==> src/rtl/seg_scan_display.sv <==
// Time-multiplexed hex seven-segment driver: scans NUM_DIGITS digits with
// blanking, leading-zero suppression, PWM brightness and a frame strobe.
module seg_scan_display #(
  parameter int NUM_DIGITS = 4,
  parameter int TICK_DIV   = 22,
  parameter int BRIGHT_W   = 3,
  parameter int ACTIVE_LOW = 1
) (
  input  logic                    clk,
  input  logic                    rst,
  input  logic [4*NUM_DIGITS-1:0] digits,
  input  logic [NUM_DIGITS-1:0]   dots,
  input  logic [NUM_DIGITS-1:0]   blank,
  input  logic                    lz_suppress,
  input  logic [BRIGHT_W-1:0]     brightness,
  output logic [NUM_DIGITS-1:0]   an,
  output logic [6:0]              seg,
  output logic                    dp,
  output logic                    frame_start
);

  localparam int   CW  = $clog2(TICK_DIV);
  localparam int   IW  = (NUM_DIGITS > 1) ? $clog2(NUM_DIGITS) : 1;
  // Wide enough for (2**BRIGHT_W)*TICK_DIV so the PWM compare never truncates.
  localparam int   PW  = CW + BRIGHT_W + 1;
  localparam logic OFF = (ACTIVE_LOW != 0);

  logic [CW-1:0] div_cnt;
  logic [IW-1:0] idx;
  logic          primed;

  logic                    slot_wrap;
  logic [3:0]              digit_val;
  logic [4*NUM_DIGITS-1:0] upper;
  logic                    suppressed;
  logic [PW-1:0]           pwm_lhs, pwm_rhs;
  logic                    pwm_on;
  logic [6:0]              seg_on;
  logic                    dp_on;
  logic                    an_on;
  logic [NUM_DIGITS-1:0]   an_hot;
  logic [NUM_DIGITS-1:0]   an_n;
  logic [6:0]              seg_n;
  logic                    dp_n;
  logic                    fs_n;

  // Active-high abcdefg, seg[6] = a.
  function automatic logic [6:0] decode(input logic [3:0] v);
    case (v)
      4'h0: decode = 7'b1111110;
      4'h1: decode = 7'b0110000;
      4'h2: decode = 7'b1101101;
      4'h3: decode = 7'b1111001;
      4'h4: decode = 7'b0110011;
      4'h5: decode = 7'b1011011;
      4'h6: decode = 7'b1011111;
      4'h7: decode = 7'b1110000;
      4'h8: decode = 7'b1111111;
      4'h9: decode = 7'b1111011;
      4'hA: decode = 7'b1110111;
      4'hB: decode = 7'b0011111;
      4'hC: decode = 7'b1001110;
      4'hD: decode = 7'b0111101;
      4'hE: decode = 7'b1001111;
      default: decode = 7'b1000111;
    endcase
  endfunction

  assign slot_wrap = (div_cnt == CW'(TICK_DIV - 1));

  always_comb begin
    // NOTE: every output of this block gets a default first, so no path can infer a latch.
    an_hot     = '0;
    seg_on     = 7'b0;
    dp_on      = 1'b0;
    an_on      = 1'b0;
    digit_val  = digits[4*int'(idx) +: 4];
    upper      = digits >> (4 * int'(idx));
    suppressed = lz_suppress && (idx != '0) && (upper == '0);
    pwm_lhs    = PW'(div_cnt) << BRIGHT_W;
    pwm_rhs    = (PW'(brightness) + PW'(1)) * PW'(TICK_DIV);
    pwm_on     = (pwm_lhs < pwm_rhs);

    if (blank[idx]) begin
      an_on = 1'b0;
    end else if (suppressed) begin
      dp_on = dots[idx];
      an_on = dots[idx] && pwm_on;
    end else begin
      seg_on = decode(digit_val);
      dp_on  = dots[idx];
      an_on  = pwm_on;
    end

    an_hot[idx] = an_on;
    an_n  = OFF ? ~an_hot : an_hot;
    seg_n = OFF ? ~seg_on : seg_on;
    dp_n  = OFF ? ~dp_on  : dp_on;
    // primed keeps the very first slot-0 after reset from strobing.
    fs_n  = primed && (div_cnt == '0) && (idx == '0);
  end

  always_ff @(posedge clk or posedge rst) begin
    if (rst) begin
      div_cnt     <= '0;
      idx         <= '0;
      primed      <= 1'b0;
      an          <= {NUM_DIGITS{OFF}};
      seg         <= {7{OFF}};
      dp          <= OFF;
      frame_start <= 1'b0;
    end else begin
      // NOTE: non-blocking assignments so every register updates from pre-edge values.
      div_cnt     <= slot_wrap ? '0 : div_cnt + CW'(1);
      if (slot_wrap)
        idx <= (idx == IW'(NUM_DIGITS - 1)) ? '0 : idx + IW'(1);
      primed      <= 1'b1;
      an          <= an_n;
      seg         <= seg_n;
      dp          <= dp_n;
      frame_start <= fs_n;
    end
  end

endmodule

==> config.mk <==
export PLATFORM = sky130hd
export DESIGN_NAME = seg_scan_display
export DESIGN_NICKNAME = d
export VERILOG_FILES = /design/src/rtl/seg_scan_display.sv
export SDC_FILE = /design/constraint.sdc
export NUM_CORES = 1
export LEC_CHECK = 0
export ABC_AREA = 1
export CORE_ASPECT_RATIO = 0.9
export CORE_MARGIN = 2
export CORE_UTILIZATION = 40
export CTS_CLUSTER_DIAMETER = 50
export DETAILED_ROUTE_END_ITERATION = 10
export MAX_ROUTING_LAYER = met4
export PLACE_DENSITY = 0.66
export SETUP_SLACK_MARGIN = 0.2
export SLEW_MARGIN = 15
export SYNTH_ARGS = -nofsm -noshare
export SYNTH_HDL_FRONTEND = slang
export SYNTH_SLANG_ARGS = --single-unit
==> constraint.sdc <==
create_clock -name clk -period 3.95 [get_ports clk]
set_input_delay 0.5925 -clock clk [delete_from_list [all_inputs] [get_ports clk]]
set_output_delay 0.5925 -clock clk [all_outputs]
set_load 0.005 [all_outputs]
* Word level (Yosys, flattened, before mapping)
Memory sizes are Yosys's and may differ from the RTL's. Cells that the tools add are included.
Cells by class: add/sub/neg operators 3, multiply operators 1, $lt $le $gt $ge 3, eq/ne operators 2, shift operators 2, multiplexer cells 13, bitwise gates (word level) 4, reductions and logical operators 10
Operator list (count):
- zero test 16 bit | 1
- variable part select 16 x 5 -> 4 bit | 1
- >> shifter 16 x 4 -> 16 bit | 1
- 2-to-1 mux 7 bit | 2
- < comparator 8 x 9 -> 1 bit | 1
- multiplier 4 x 4 -> 8 bit, second input constant | 1
- NOT 7 bit | 1
- logical AND 1 bit | 6
- 2-to-1 mux 1 bit | 6
- adder 5 x 1 -> 5 bit, second input constant | 1
- equality test 5 bit, second input constant | 1
- zero test 5 bit | 1
- 2-to-1 mux 5 bit | 1
- adder 3 x 1 -> 4 bit, second input constant | 1
- bitwise AND 4 bit | 1
- binary-select mux 1 bit (select 2 bit) | 2
- NOT 4 bit | 1
- < comparator 2 x 3 -> 1 bit, second input constant | 1
- adder 2 x 1 -> 2 bit, second input constant | 1
- demux 1 bit (select 2 bit) | 1
- equality test 2 bit, second input constant | 1
- >= comparator 2 x 1 -> 1 bit, second input constant | 1
- zero test 2 bit | 1
- 2-to-1 mux 2 bit | 1
- other kinds (2) | 2
Storage, ports and cells: register bits 21, memory bits (read-only) 112, output and inout port bits 13, memories 1
Memories:
- (no name shown) | depth 16, bits a word 7, read ports 1, clocked after memory_dff 0, write ports 0, line 49 | case (v)

* Logic depth before layout (Yosys ltp)
depth in word-level cells 8, mapped depth 16, depth with buffers taken out 16

* Worst setup path before layout
No wires, ideal clock.
path kind input-to-reg, start in brightness[0], end reg an[0], library setup time 0.084 ns, arrival 2.850 ns, required time 3.866 ns, slack 1.017 ns, cell stages on the path 15, path through ha_1 xor2_1 ha_1 ha_1 inv_1 fa_1 ha_1 a21oi_1 nand2_1 nand3_1 nand2_1 nand2_1 nand2_1 nand2_1 nand3_1
On the way: word-level cells in the longest chain between the ends 8
RTL lines:
- start, declared | line 15 | input logic [BRIGHT_W-1:0] brightness,
- adder 3 x 1 -> 4 bit (*) | line 81 | pwm_rhs = (PW'(brightness) + PW'(1)) * PW'(TICK_DIV);
- multiplier 4 x 4 -> 8 bit (*) | line 81
- < comparator 8 x 9 -> 1 bit (*) | line 82 | pwm_on = (pwm_lhs < pwm_rhs);
- logical AND 1 bit | line 88 | an_on = dots[idx] && pwm_on;
- 2-to-1 mux 1 bit (*) | line 86 | end else if (suppressed) begin
- 2-to-1 mux 1 bit (*) | line 84 | if (blank[idx]) begin
- bitwise AND 4 bit (no line) (*)
- NOT 4 bit (*) | line 96 | an_n = OFF ? ~an_hot : an_hot;
- net an_n[0] | line 42 | logic [NUM_DIGITS-1:0] an_n;
- end signal, assigned | line 108 | an <= {NUM_DIGITS{OFF}};
- end signal, assigned | line 118 | an <= an_n;
- end, declared | line 16 | output logic [NUM_DIGITS-1:0] an,
The timed path passes the listed nets; every way through them passes the cells marked *. A chain may end at the register's enable or synchronous reset.

* Worst setup path in the final report
start in brightness[0], end reg an[1]
Same word-level chain as after synthesis.

==> metrics.txt <==
Critical Path RT=4.14 ns; Clock Pin Slew Worst Setup and Hold Paths=0.08 ns; Crit-path slowest cell=clkdlybuf4s50_1; total CTS buffers=3; Total Power=556 uW; Rel. slew slack=0.496; Worst Path Buf+Inv=2; Clock Skew=0.00873 ns; crit end category=flop; vias post-DR=1600; Final nets=337; pre-CTS WS=0.301 ns; share of cells above drive strength 1=0.109; Post-Synthesis Cells=234; max-cap violation count=0; Hold Vio Cnt, Final=0; Yosys warnings=0; clk sinks=21; Remaining DRCs=0; unrepaired setup endpoints after global routing=no; Distinct cells, synth=34; total congestion overflow=0; largest net degree at the start of global routing=24; Final TNS setup=0 ns; die width=75.0 um; Initial Util=0.412; worst slew pin tran=0.755 ns; final worst path period need=3.37 ns; ant diodes=0; number of global-route vias before repair=1499; WL final=3550 um; CTS tree=yes; H-tree lvl count=1; CP Cell Sequence=clkdlybuf4s50_1 > inv_1 > ha_1 > xor2_1 > ha_1 > ha_1 > a21oi_1 > nand2_1 > xnor2_1 > ha_1 > a21oi_1 > nand2_1 > nand2_1 > nand2_1 > nand2_1 > nand3_1; final RePlAce weighted congestion=0.858; first-pass GRT wire length=6090 um; Via density=4.73; WL per Instance=10.5 um; all-layer global routing usage=0.157; clock latency on the worst-skew pair=0.26 ns; fin crit share=0.853; final setup violation count=0; CP Class=in -> reg; synthesized area=1810 um2; largest stage delay on the critical path=0.53 ns; Synth Register Bits=21; fillcell total=426; die area=5090 um2; CP top delay family=adder cells; outcome=complete, no violations; DR pass1 iterations=4; WP data arrival=3.56 ns; most frequent CP cell=nand2_1; Min-Delay Path Class=reg -> reg; Detail Placement HPWL=2960 um; pwr dens=239 nW/um2; CP Launch Type=input port; post-synthesis sequential area ratio=0.298; Clock Path Buffers=2; initial antenna violation count=0; port bufs=42; fmax=297 MHz; # rows=23; Chip Height=67.9 um; P&R area growth vs syn=28.2%; core area=4400 um2; Final ANT Viol Nets=0; # Post-CTS Setup Buffers=0; post-cts hold buffer count=0; crit-path max FO=4; cts repair resizes=0; Max Slew Vio Count=0; io pins=43; final setup margin=0.579 ns; Leak Pwr=0.00113 uW; Max VDD drop=0.134 mV; Iteration-0 DRC Markers=66; syn nets=294; CTS root buf=clkbuf_8; Syn Area/Cell=7.75 um2
[final cells by class]
class | instances | area (um2) | area share
Sequential cell | 21 | 541 | 0.232
Multi-Input combinational cell | 180 | 1130 | 0.486
Clock inverter | 1 | 7.51 | 0.00323
Inverter | 29 | 109 | 0.0468
Clock buffer | 3 | 41.3 | 0.0178
Timing Repair Buffer | 42 | 420 | 0.181
Tap cell | 62 | 77.6 | 0.0334
[stage by stage]
stage,std cells,hold slack [ns],utilization,instance area [um2]
floorplan,234,0.471,-,1810
global placement,334,0.515,0.517,2280
detailed placement,334,0.515,0.517,2280
CTS,338,0.519,0.528,2330
global route,338,0.544,0.528,2330
finish,338,0.515,0.528,2330
[final timing paths]
path	depth (start not counted)	startpoint	to	slack, ns
max	16	brightness[0]	an[1]$_DFF_PP1_	0.58
min	2	primed$_DFF_PP0_	frame_start$_DFF_PP0_	0.52
max reg2reg	15	idx[0]$_DFFE_PP0N_	an[1]$_DFF_PP1_	1.34
min reg2reg	2	primed$_DFF_PP0_	frame_start$_DFF_PP0_	0.52
max in group asynchronous	2	rst	primed$_DFF_PP0_	2.71
min in group asynchronous	2	rst	div_cnt[3]$_DFF_PP0_	0.76
[worst register-to-register path, stage by stage, from the launching register on]
cell and delay, ns:
dfrtp_1 0.82, inv_2 0.25, nand2_1 0.11, nand2_1 0.08, nand2_1 0.07, nand2_1 0.12, inv_1 0.15, ha_1 0.16
inv_1 0.05, nor3b_1 0.18, nand3_1 0.09, nor2_1 0.13, nand2_2 0.09, nand2_2 0.10, nand2_2 0.08, nand3_1 0.08
[routing by layer]
| metal | wire, um | vias to the layer above | GRT usage | part of all wire |
|---|---|---|---|---|
| met3 | 101 | 4 | 0.0191 | 0.028 |
| met5 | 0 | - | - | 0 |
| li1 | - | 851 | - | - |
| met1 | 1610 | 707 | 0.181 | 0.45 |
| met2 | 1790 | 38 | 0.280 | 0.50 |
| met4 | 48 | 0 | 0.0580 | 0.014 |
[cells in the mapped netlist]
cell type	n	area, um2
xor2_1	6	52.6
a21oi_1	7	35.0
ha_1	29	363
nand2_1	53	199
nor3_1	3	15.0
buf_2	1	5.00
and2_1	1	6.26
o21ai_0	6	30.0
a31oi_1	1	6.26
buf_6	2	22.5
nor3b_1	1	7.51
fa_1	1	20.0
inv_2	5	18.8
nor2_1	22	82.6
nand3_1	26	130
a21o_1	1	7.51
nand2_4	1	11.3
conb_1	1	3.75
o21ai_1	1	5.00
dfrtp_1	9	225
inv_1	24	90.1
and3_1	1	6.26
o211ai_2	1	12.5
o21a_1	1	7.51
o211ai_1	1	7.51
o21ai_2	2	17.5
buf_4	1	7.51
dfstp_2	12	315
xnor2_1	2	17.5
o21ai_4	1	16.3
o22ai_1	1	6.26
a211oi_1	1	7.51
nand4_1	5	31.3
nand2_2	4	25.0
[flip-flops by register name (all words and copies together), names as in the netlist]
signal	cells
seg	7
div_cnt	5
an	4
idx	2
dp	1
frame_start	1
primed	1
[cells by family (layout without fill, tap and decap cells)]
family | count (synthesis) | in the layout | synth area share
DFF | 21 | 21 | 0.298
xor gates and xnor gates | 8 | 8 | 0.0386
adders and majority gates | 30 | 30 | 0.211
and+or+nand+nor | 117 | 117 | 0.283
other | 1 | 1 | 0.00207
buffers and inverters | 33 | 75 | 0.0793
AOI/OAI and AO/OA | 24 | 24 | 0.0876
[placed cells by master (no fill, tap or decap), types with 2 or more instances in the layout]
master / n
nand2_1: 53
clkdlybuf4s50_1: 42
ha_1: 29
nand3_1: 26
inv_1: 24
nor2_1: 22
dfstp_2: 12
dfrtp_1: 9
a21oi_1: 7
o21ai_0: 6
xor2_1: 6
inv_2: 5
nand4_1: 5
nand2_2: 4
nor3_1: 3
clkbuf_8: 3
xnor2_1: 2
o21ai_2: 2
[where the power goes]
part	switching (uW)	internal, uW	total, uW
Sequential	1.93	231	233
Clock	68.7	71.1	140
Combinational	91.4	92.5	184
Total	162	394	556
No activity file was read; power rests on OpenSTA's default activity.
